## src/rtl/servo_pkg.sv

```systemverilog
// Shared types and constants for the servo command path.
// Latency: n/a (declarations only).
// Backpressure: n/a.
package servo_pkg;

    // Angle code width and the highest legal code; codes never wrap.
    localparam int                 ANG_W   = 2;
    localparam logic [ANG_W-1:0]   ANG_MAX = ANG_W'(3);

    typedef enum logic {
        IDLE = 1'b0,
        MOVE = 1'b1
    } state_t;

    // One code toward the target, saturating at the target itself.
    function automatic logic [ANG_W-1:0] step_toward(input logic [ANG_W-1:0] cur,
                                                     input logic [ANG_W-1:0] tgt);
        if (tgt > cur)
            step_toward = cur + ANG_W'(1);
        else if (tgt < cur)
            step_toward = cur - ANG_W'(1);
        else
            step_toward = cur;
    endfunction

endpackage

```

## src/rtl/servo_cmd_btn_debounce.sv

```systemverilog
// Button conditioner: 2-flop synchronizer, debouncer, press-event pulse, optional auto-repeat.
// Latency: event 2 sync cycles + DEB_CYCLES after the raw line settles high.
// Backpressure: none; o_evt is a one-cycle pulse that must be consumed when seen.
//
// Ports:
//   i_clk   - core clock
//   i_rst_n - asynchronous active-low reset
//   i_btn   - raw asynchronous button line, 1 = pressed
//   o_evt   - one-cycle press event (plus repeats while held when SERVO_CMD_REPEAT_EN is defined)
//
// Build option: SERVO_CMD_REPEAT_EN adds auto-repeat every REPEAT_CYCLES while held.
module btn_debounce #(
    parameter int DEB_CYCLES    = 20000
`ifdef SERVO_CMD_REPEAT_EN
   ,parameter int REPEAT_CYCLES = 200000
`endif
) (
    input  logic i_clk,
    input  logic i_rst_n,
    input  logic i_btn,
    output logic o_evt
);

    localparam int DW = $clog2(DEB_CYCLES);

    logic          r_sync1;
    logic          r_sync2;
    logic          r_deb;
    logic          r_deb_q;
    logic [DW-1:0] r_deb_cnt;
    logic          w_rise;

    // Only the 0->1 edge of the debounced level is an event; release is silent.
    assign w_rise = r_deb & ~r_deb_q;

    always_ff @(posedge i_clk or negedge i_rst_n) begin
        if (!i_rst_n) begin
            r_sync1   <= 1'b0;
            r_sync2   <= 1'b0;
            r_deb     <= 1'b0;
            r_deb_q   <= 1'b0;
            r_deb_cnt <= '0;
        end else begin
            r_sync1 <= i_btn;
            r_sync2 <= r_sync1;
            r_deb_q <= r_deb;
            // Count consecutive cycles of disagreement; any agreement restarts the count.
            if (r_sync2 != r_deb) begin
                if (r_deb_cnt == DW'(DEB_CYCLES - 1)) begin
                    r_deb     <= r_sync2;
                    r_deb_cnt <= '0;
                end else begin
                    r_deb_cnt <= r_deb_cnt + DW'(1);
                end
            end else begin
                r_deb_cnt <= '0;
            end
        end
    end

`ifdef SERVO_CMD_REPEAT_EN
    localparam int RW = $clog2(REPEAT_CYCLES);

    logic [RW-1:0] r_rep_cnt;
    logic          w_rep;

    // Counter restarts on every event, so repeats land every REPEAT_CYCLES after the press.
    assign w_rep = r_deb & r_deb_q & (r_rep_cnt == RW'(REPEAT_CYCLES - 1));

    always_ff @(posedge i_clk or negedge i_rst_n) begin
        if (!i_rst_n) begin
            r_rep_cnt <= '0;
        end else if (!r_deb || w_rise || w_rep) begin
            r_rep_cnt <= '0;
        end else begin
            r_rep_cnt <= r_rep_cnt + RW'(1);
        end
    end

    assign o_evt = w_rise | w_rep;
`else
    assign o_evt = w_rise;
`endif

endmodule

```

## src/rtl/servo_cmd.sv

```systemverilog
// Keypad-driven servo angle commander: up/down presses move a target, ANG slews one code per step.
// Latency: target updates one cycle after a press event; ANG steps every STEP_CYCLES while slewing.
// Backpressure: none; presses at a range end are dropped and flagged on LIMIT.
//
// Ports:
//   CLK     - core clock
//   reset_n - asynchronous active-low reset
//   BTN_UP  - raw up button, 1 = pressed
//   BTN_DN  - raw down button, 1 = pressed
//   ANG     - registered angle code 0..3 for the PWM stage
//   BUSY    - high while ANG is slewing toward the target
//   LIMIT   - one-cycle pulse when a press is rejected at 0 or ANG_MAX
//
// Build option: SERVO_CMD_REPEAT_EN enables button auto-repeat (REPEAT_CYCLES period).
module servo_cmd
    import servo_pkg::*;
#(
    parameter int DEB_CYCLES    = 20000,
    parameter int STEP_CYCLES   = 50000,
    parameter int REPEAT_CYCLES = 200000
) (
    input  logic             CLK,
    input  logic             reset_n,
    input  logic             BTN_UP,
    input  logic             BTN_DN,
    output logic [ANG_W-1:0] ANG,
    output logic             BUSY,
    output logic             LIMIT
);

    localparam int SW = $clog2(STEP_CYCLES);

    if (DEB_CYCLES < 2 || STEP_CYCLES < 2 || REPEAT_CYCLES < 2) begin : g_param_chk
        $error("servo_cmd: DEB_CYCLES, STEP_CYCLES and REPEAT_CYCLES must all be >= 2");
    end

    logic             w_up_evt;
    logic             w_dn_evt;
    logic [ANG_W-1:0] w_ang_nxt;

    state_t           r_state;
    logic [ANG_W-1:0] r_ang;
    logic [ANG_W-1:0] r_tgt;
    logic [SW-1:0]    r_step_cnt;
    logic             r_limit;

    btn_debounce #(
        .DEB_CYCLES    (DEB_CYCLES)
`ifdef SERVO_CMD_REPEAT_EN
       ,.REPEAT_CYCLES (REPEAT_CYCLES)
`endif
    ) u_dbn_up (
        .i_clk   (CLK),
        .i_rst_n (reset_n),
        .i_btn   (BTN_UP),
        .o_evt   (w_up_evt)
    );

    btn_debounce #(
        .DEB_CYCLES    (DEB_CYCLES)
`ifdef SERVO_CMD_REPEAT_EN
       ,.REPEAT_CYCLES (REPEAT_CYCLES)
`endif
    ) u_dbn_dn (
        .i_clk   (CLK),
        .i_rst_n (reset_n),
        .i_btn   (BTN_DN),
        .o_evt   (w_dn_evt)
    );

    // Target register. Coincident up+down events cancel: no move and no LIMIT.
    always_ff @(posedge CLK or negedge reset_n) begin
        if (!reset_n) begin
            r_tgt   <= '0;
            r_limit <= 1'b0;
        end else begin
            r_limit <= 1'b0;
            if (w_up_evt && !w_dn_evt) begin
                if (r_tgt == ANG_MAX)
                    r_limit <= 1'b1;
                else
                    r_tgt <= r_tgt + ANG_W'(1);
            end else if (w_dn_evt && !w_up_evt) begin
                if (r_tgt == '0)
                    r_limit <= 1'b1;
                else
                    r_tgt <= r_tgt - ANG_W'(1);
            end
        end
    end

    // Direction comes from the live target at each step, so retargeting mid-move
    // bends the trajectory without restarting the step timer.
    assign w_ang_nxt = step_toward(r_ang, r_tgt);

    always_ff @(posedge CLK or negedge reset_n) begin
        if (!reset_n) begin
            r_state    <= IDLE;
            r_ang      <= '0;
            r_step_cnt <= '0;
        end else begin
            case (r_state)
                IDLE: begin
                    if (r_tgt != r_ang) begin
                        r_state    <= MOVE;
                        r_step_cnt <= '0;
                    end
                end
                MOVE: begin
                    // Target pulled back onto ANG: stop now, the pending step is dropped.
                    if (r_tgt == r_ang) begin
                        r_state    <= IDLE;
                        r_step_cnt <= '0;
                    end else if (r_step_cnt == SW'(STEP_CYCLES - 1)) begin
                        r_ang      <= w_ang_nxt;
                        r_step_cnt <= '0;
                        if (w_ang_nxt == r_tgt)
                            r_state <= IDLE;
                    end else begin
                        r_step_cnt <= r_step_cnt + SW'(1);
                    end
                end
                default: begin
                    r_state    <= IDLE;
                    r_step_cnt <= '0;
                end
            endcase
        end
    end

    assign ANG   = r_ang;
    assign BUSY  = (r_state == MOVE);
    assign LIMIT = r_limit;

endmodule

```

## config.mk

```make
export PLATFORM = sky130hd
export DESIGN_NAME = servo_cmd
export DESIGN_NICKNAME = d
export VERILOG_FILES = /design/src/rtl/servo_pkg.sv /design/src/rtl/servo_cmd_btn_debounce.sv /design/src/rtl/servo_cmd.sv
export SDC_FILE = /design/constraint.sdc
export NUM_CORES = 1
export LEC_CHECK = 0
export CELL_PAD_IN_SITES_DETAIL_PLACEMENT = 1
export CELL_PAD_IN_SITES_GLOBAL_PLACEMENT = 1
export CORE_MARGIN = 4
export CORE_UTILIZATION = 41
export CTS_BUF_LIST = sky130_fd_sc_hd__clkbuf_8
export CTS_CLUSTER_DIAMETER = 60
export DETAILED_ROUTE_END_ITERATION = 8
export GPL_TIMING_DRIVEN = 1
export PLACE_DENSITY_LB_ADDON = 0.3
export SETUP_SLACK_MARGIN = 0.1
export SYNTH_ARGS = -nofsm -noshare
export SYNTH_HDL_FRONTEND = slang
export SYNTH_SLANG_ARGS = --single-unit
```

## constraint.sdc

```tcl
create_clock -name CLK -period 2.9 [get_ports CLK]
set_clock_uncertainty 0.1 [all_clocks]
set_input_delay 0.29 -clock CLK [delete_from_list [all_inputs] [get_ports CLK]]
set_output_delay 0.29 -clock CLK [all_outputs]
set_load 0.02 [all_outputs]
```

==> flow_summary.toml <==
[sta]
fin_hold_ws_ns = 0.255
rsz0062_at_grt = "false"
setup_ws_ns = 0.588
tightest_slew_ns = 0.739
setup_violations = 0
fin_setup_tns_ns = 0
relSlewSlack_pct = 50.6
finalCritPeriodShare_pct = 79.7
final_max_slew_viol_count = 0
hold_viol_final = 0
post-route-min-period_ns = 2.31
max_freq_ghz = 0.432

[drt]
viasPerCell = 5.23
antenna_left = 0
wl_per_cell_um = 14.5
drt-initial-drc-count = 72
finalWirelength_um = 6000
num_vias = 2171
drcViolationCount = 0
dr.pass1.iters = 4

[yosys]
synth_seq_cells = 60
netlist_area_mm2 = 0.00292
synth_flop_cell = "dfrtp_1"
ys_warn_count = 0
synth_fp_nets = 305
synthDistinctLibCells = 40
synth_area_per_cell_um2 = 9.93
synth_edf_count = 0
synth_cells = 294
synth-seq-area-share_pct = 51.4
async_flop_share_pct = 100

[placement]
placed_cell_area_mm2 = 0.00312
gp_congestion = 0.854
hpwl_um = 4170
numPortBuffers = 7
dp_slack_ns = 0.587

[cts]
insertion_delay_ns = 0.34
cts_buffer_depth = 2
root_buffer = "clkbuf_8"
cts_made_buffers = 9
cts_tree = "built"
clock_sinks = 60
htreeDepth = 3
clk_pin_slew_ns = 0.07

[worst_hold_path]
hold_depth = 0
hp-class = "reg -> reg"
min_from = "u_dbn_up.r_sync1"
min_to = "u_dbn_up.r_sync2"

[grt]
grt_max_degree = 38
grt_pass1_vias = 2285
grt_overflow = 0
antenna_found_initial = 0
grt_usage_pct = 16.0
grt_pass1_wl_um = 10700

[setup_path]
cp.arrival_ns = 2.44
cp-start-kind = "flop"
critPathRequiredTime_ns = 3.02
crit_fanout = 9
reg2regPathDepth = 6
cp_slowest_stage_delay_ns = 0.59
cpMostUsedCell = "o21ai_1"
cp_slowest_cell = "or4bb_1"
crit_path_cell_trace = "or4bb_1 > o41ai_4 > buf_4 > a31oi_1 > o21ai_1 > o21ai_1"
reg2reg_from = "r_step_cnt[5]"
crit_path_end_kind = "flop"
timing.rr.end = "r_step_cnt[10]"
r2r_slack_ns = 0.59
crit_type = "reg -> reg"

[pwr]
power_density_mw_per_mm2 = 520
vdd_drop_max_v = 0.000237
leakagePower_nw = 1.42

[floorplanning]
die_x_um = 92.4
ios = 8
coreArea_mm2 = 0.00687
die-area_mm2 = 0.00854
initial_core_util_pct = 42.5
dieHeight_um = 92.4
rows = 30

[layout]
fin_util_pct = 48.8
num-nets-final = 325
regArea_mm2 = 0.00150
syn_to_final_growth_pct = 14.8
n_antenna_cell = 0
multi_input_area_mm2 = 0.00137
fillCellCount = 812
drive_gt1_share_pct = 9.09
design_area_mm2 = 0.00335

[outcome]
status = "complete, no violations"

[job]
maxCapViolations = 0
## what timing repair did
item / in CTS / in global routing
gates resized for setup: 0 / 0
buffers inserted: 0 / 0
hold buffers: 1 / 0
endpoints found under the hold margin: 60 / 0
## layout by cell type, fill, tap and decap left out, drive strengths merged, types with 5 or more instances in the layout
master,netlist,routed
nor3,6,6
nand2,32,32
buf,3,5
a31oi,6,6
nand3,16,16
nand2b,6,6
clkdlybuf4s50,0,6
xnor2,15,15
nand4,12,12
xor2,18,18
nor2,41,41
dfrtp,60,60
ha,7,7
inv,9,9
o21ai,28,28
clkbuf,0,10
and3,7,7
## per-layer routing
layer	GRT usage, %	part of all wire (%)	vias up
met1	19.7	48	1081
li1	-	-	1065
met3	5.12	2.3	10
met4	6.31	1.6	0
met5	0	0	-
met2	26.0	48	15
## power by group
group | total (mW) | internal (mW) | switching (mW)
sequential | 0.855 | 0.846 | 0.00828
clock | 0.845 | 0.505 | 0.340
combinational | 0.0424 | 0.0134 | 0.0290
total | 1.74 | 1.36 | 0.377
## kinds of logic (layout without fill, tap and decap cells)
logic type / Yosys count / count (layout) / synth area share [%]
mux: 4 / 4 / 1.50
fa+ha+maj: 8 / 8 / 3.34
simple gates: 134 / 134 / 22.8
buf+inv: 12 / 37 / 1.80
flops: 60 / 60 / 51.4
compound gates: 43 / 43 / 9.21
xor+xnor: 33 / 33 / 9.90
## worst max path at each step
stage | end | depth (start not counted) | startpoint | slack, ns
2_1_floorplan | r_step_cnt[7] | 6 | ANG[1] | 0.79
3_3_place_gp | r_step_cnt[10] | 6 | r_step_cnt[5] | 0.63
3_5_place_dp | r_step_cnt[10] | 6 | r_step_cnt[5] | 0.59
4_1_cts | r_step_cnt[14] | 6 | r_step_cnt[5] | 0.59
5_1_grt | r_step_cnt[10] | 6 | r_step_cnt[5] | 0.42
6_report | r_step_cnt[10] | 6 | r_step_cnt[5] | 0.59
## metrics by stage
step           power (mW)  std cells
6_report             1.74        415
3_3_place_gp        0.914        398
4_1_cts              1.77        415
5_1_grt              1.83        415
3_5_place_dp        0.914        398
2_1_floorplan       0.886        294
## Yosys cell counts, types with 7 or more instances
master | n | share of area (%)
o21ai_1 | 23 | 3.9
nand3_1 | 16 | 2.7
nand2_1 | 32 | 4.1
nor2_1 | 41 | 5.3
xnor2_1 | 15 | 4.5
nand4_1 | 12 | 2.6
ha_1 | 7 | 3.0
and3_1 | 7 | 1.5
xor2_1 | 18 | 5.4
inv_1 | 8 | 1.0
dfrtp_1 | 60 | 51
## sequential cells by signal, indices dropped and copies added (netlist names)
register and flops:
r_step_cnt 16, u_dbn_dn.r_deb_cnt 15, u_dbn_up.r_deb_cnt 15, ANG 2, r_tgt 2, BUSY 1, LIMIT 1, u_dbn_dn.r_deb 1
u_dbn_dn.r_deb_q 1, u_dbn_dn.r_sync1 1, u_dbn_dn.r_sync2 1, u_dbn_up.r_deb 1, u_dbn_up.r_deb_q 1, u_dbn_up.r_sync1 1, u_dbn_up.r_sync2 1
## critical path: cells and delay by family, from the launching register on
family | cells | cell delay, ns
flops | 1 | 0.45
compound gates | 4 | 0.79
buf+inv | 1 | 0.26
simple gates | 1 | 0.59
## cell type report
class	count	area share [%]
Inverter	9	1.01
Sequential cell	60	44.8
Tap cell	96	3.58
Timing Repair Buffer	12	3.14
Multi-Input combinational cell	222	40.8
Clock inverter	6	2.61
Clock buffer	10	4.11
Note: power is estimated with default switching activity, not from simulation.
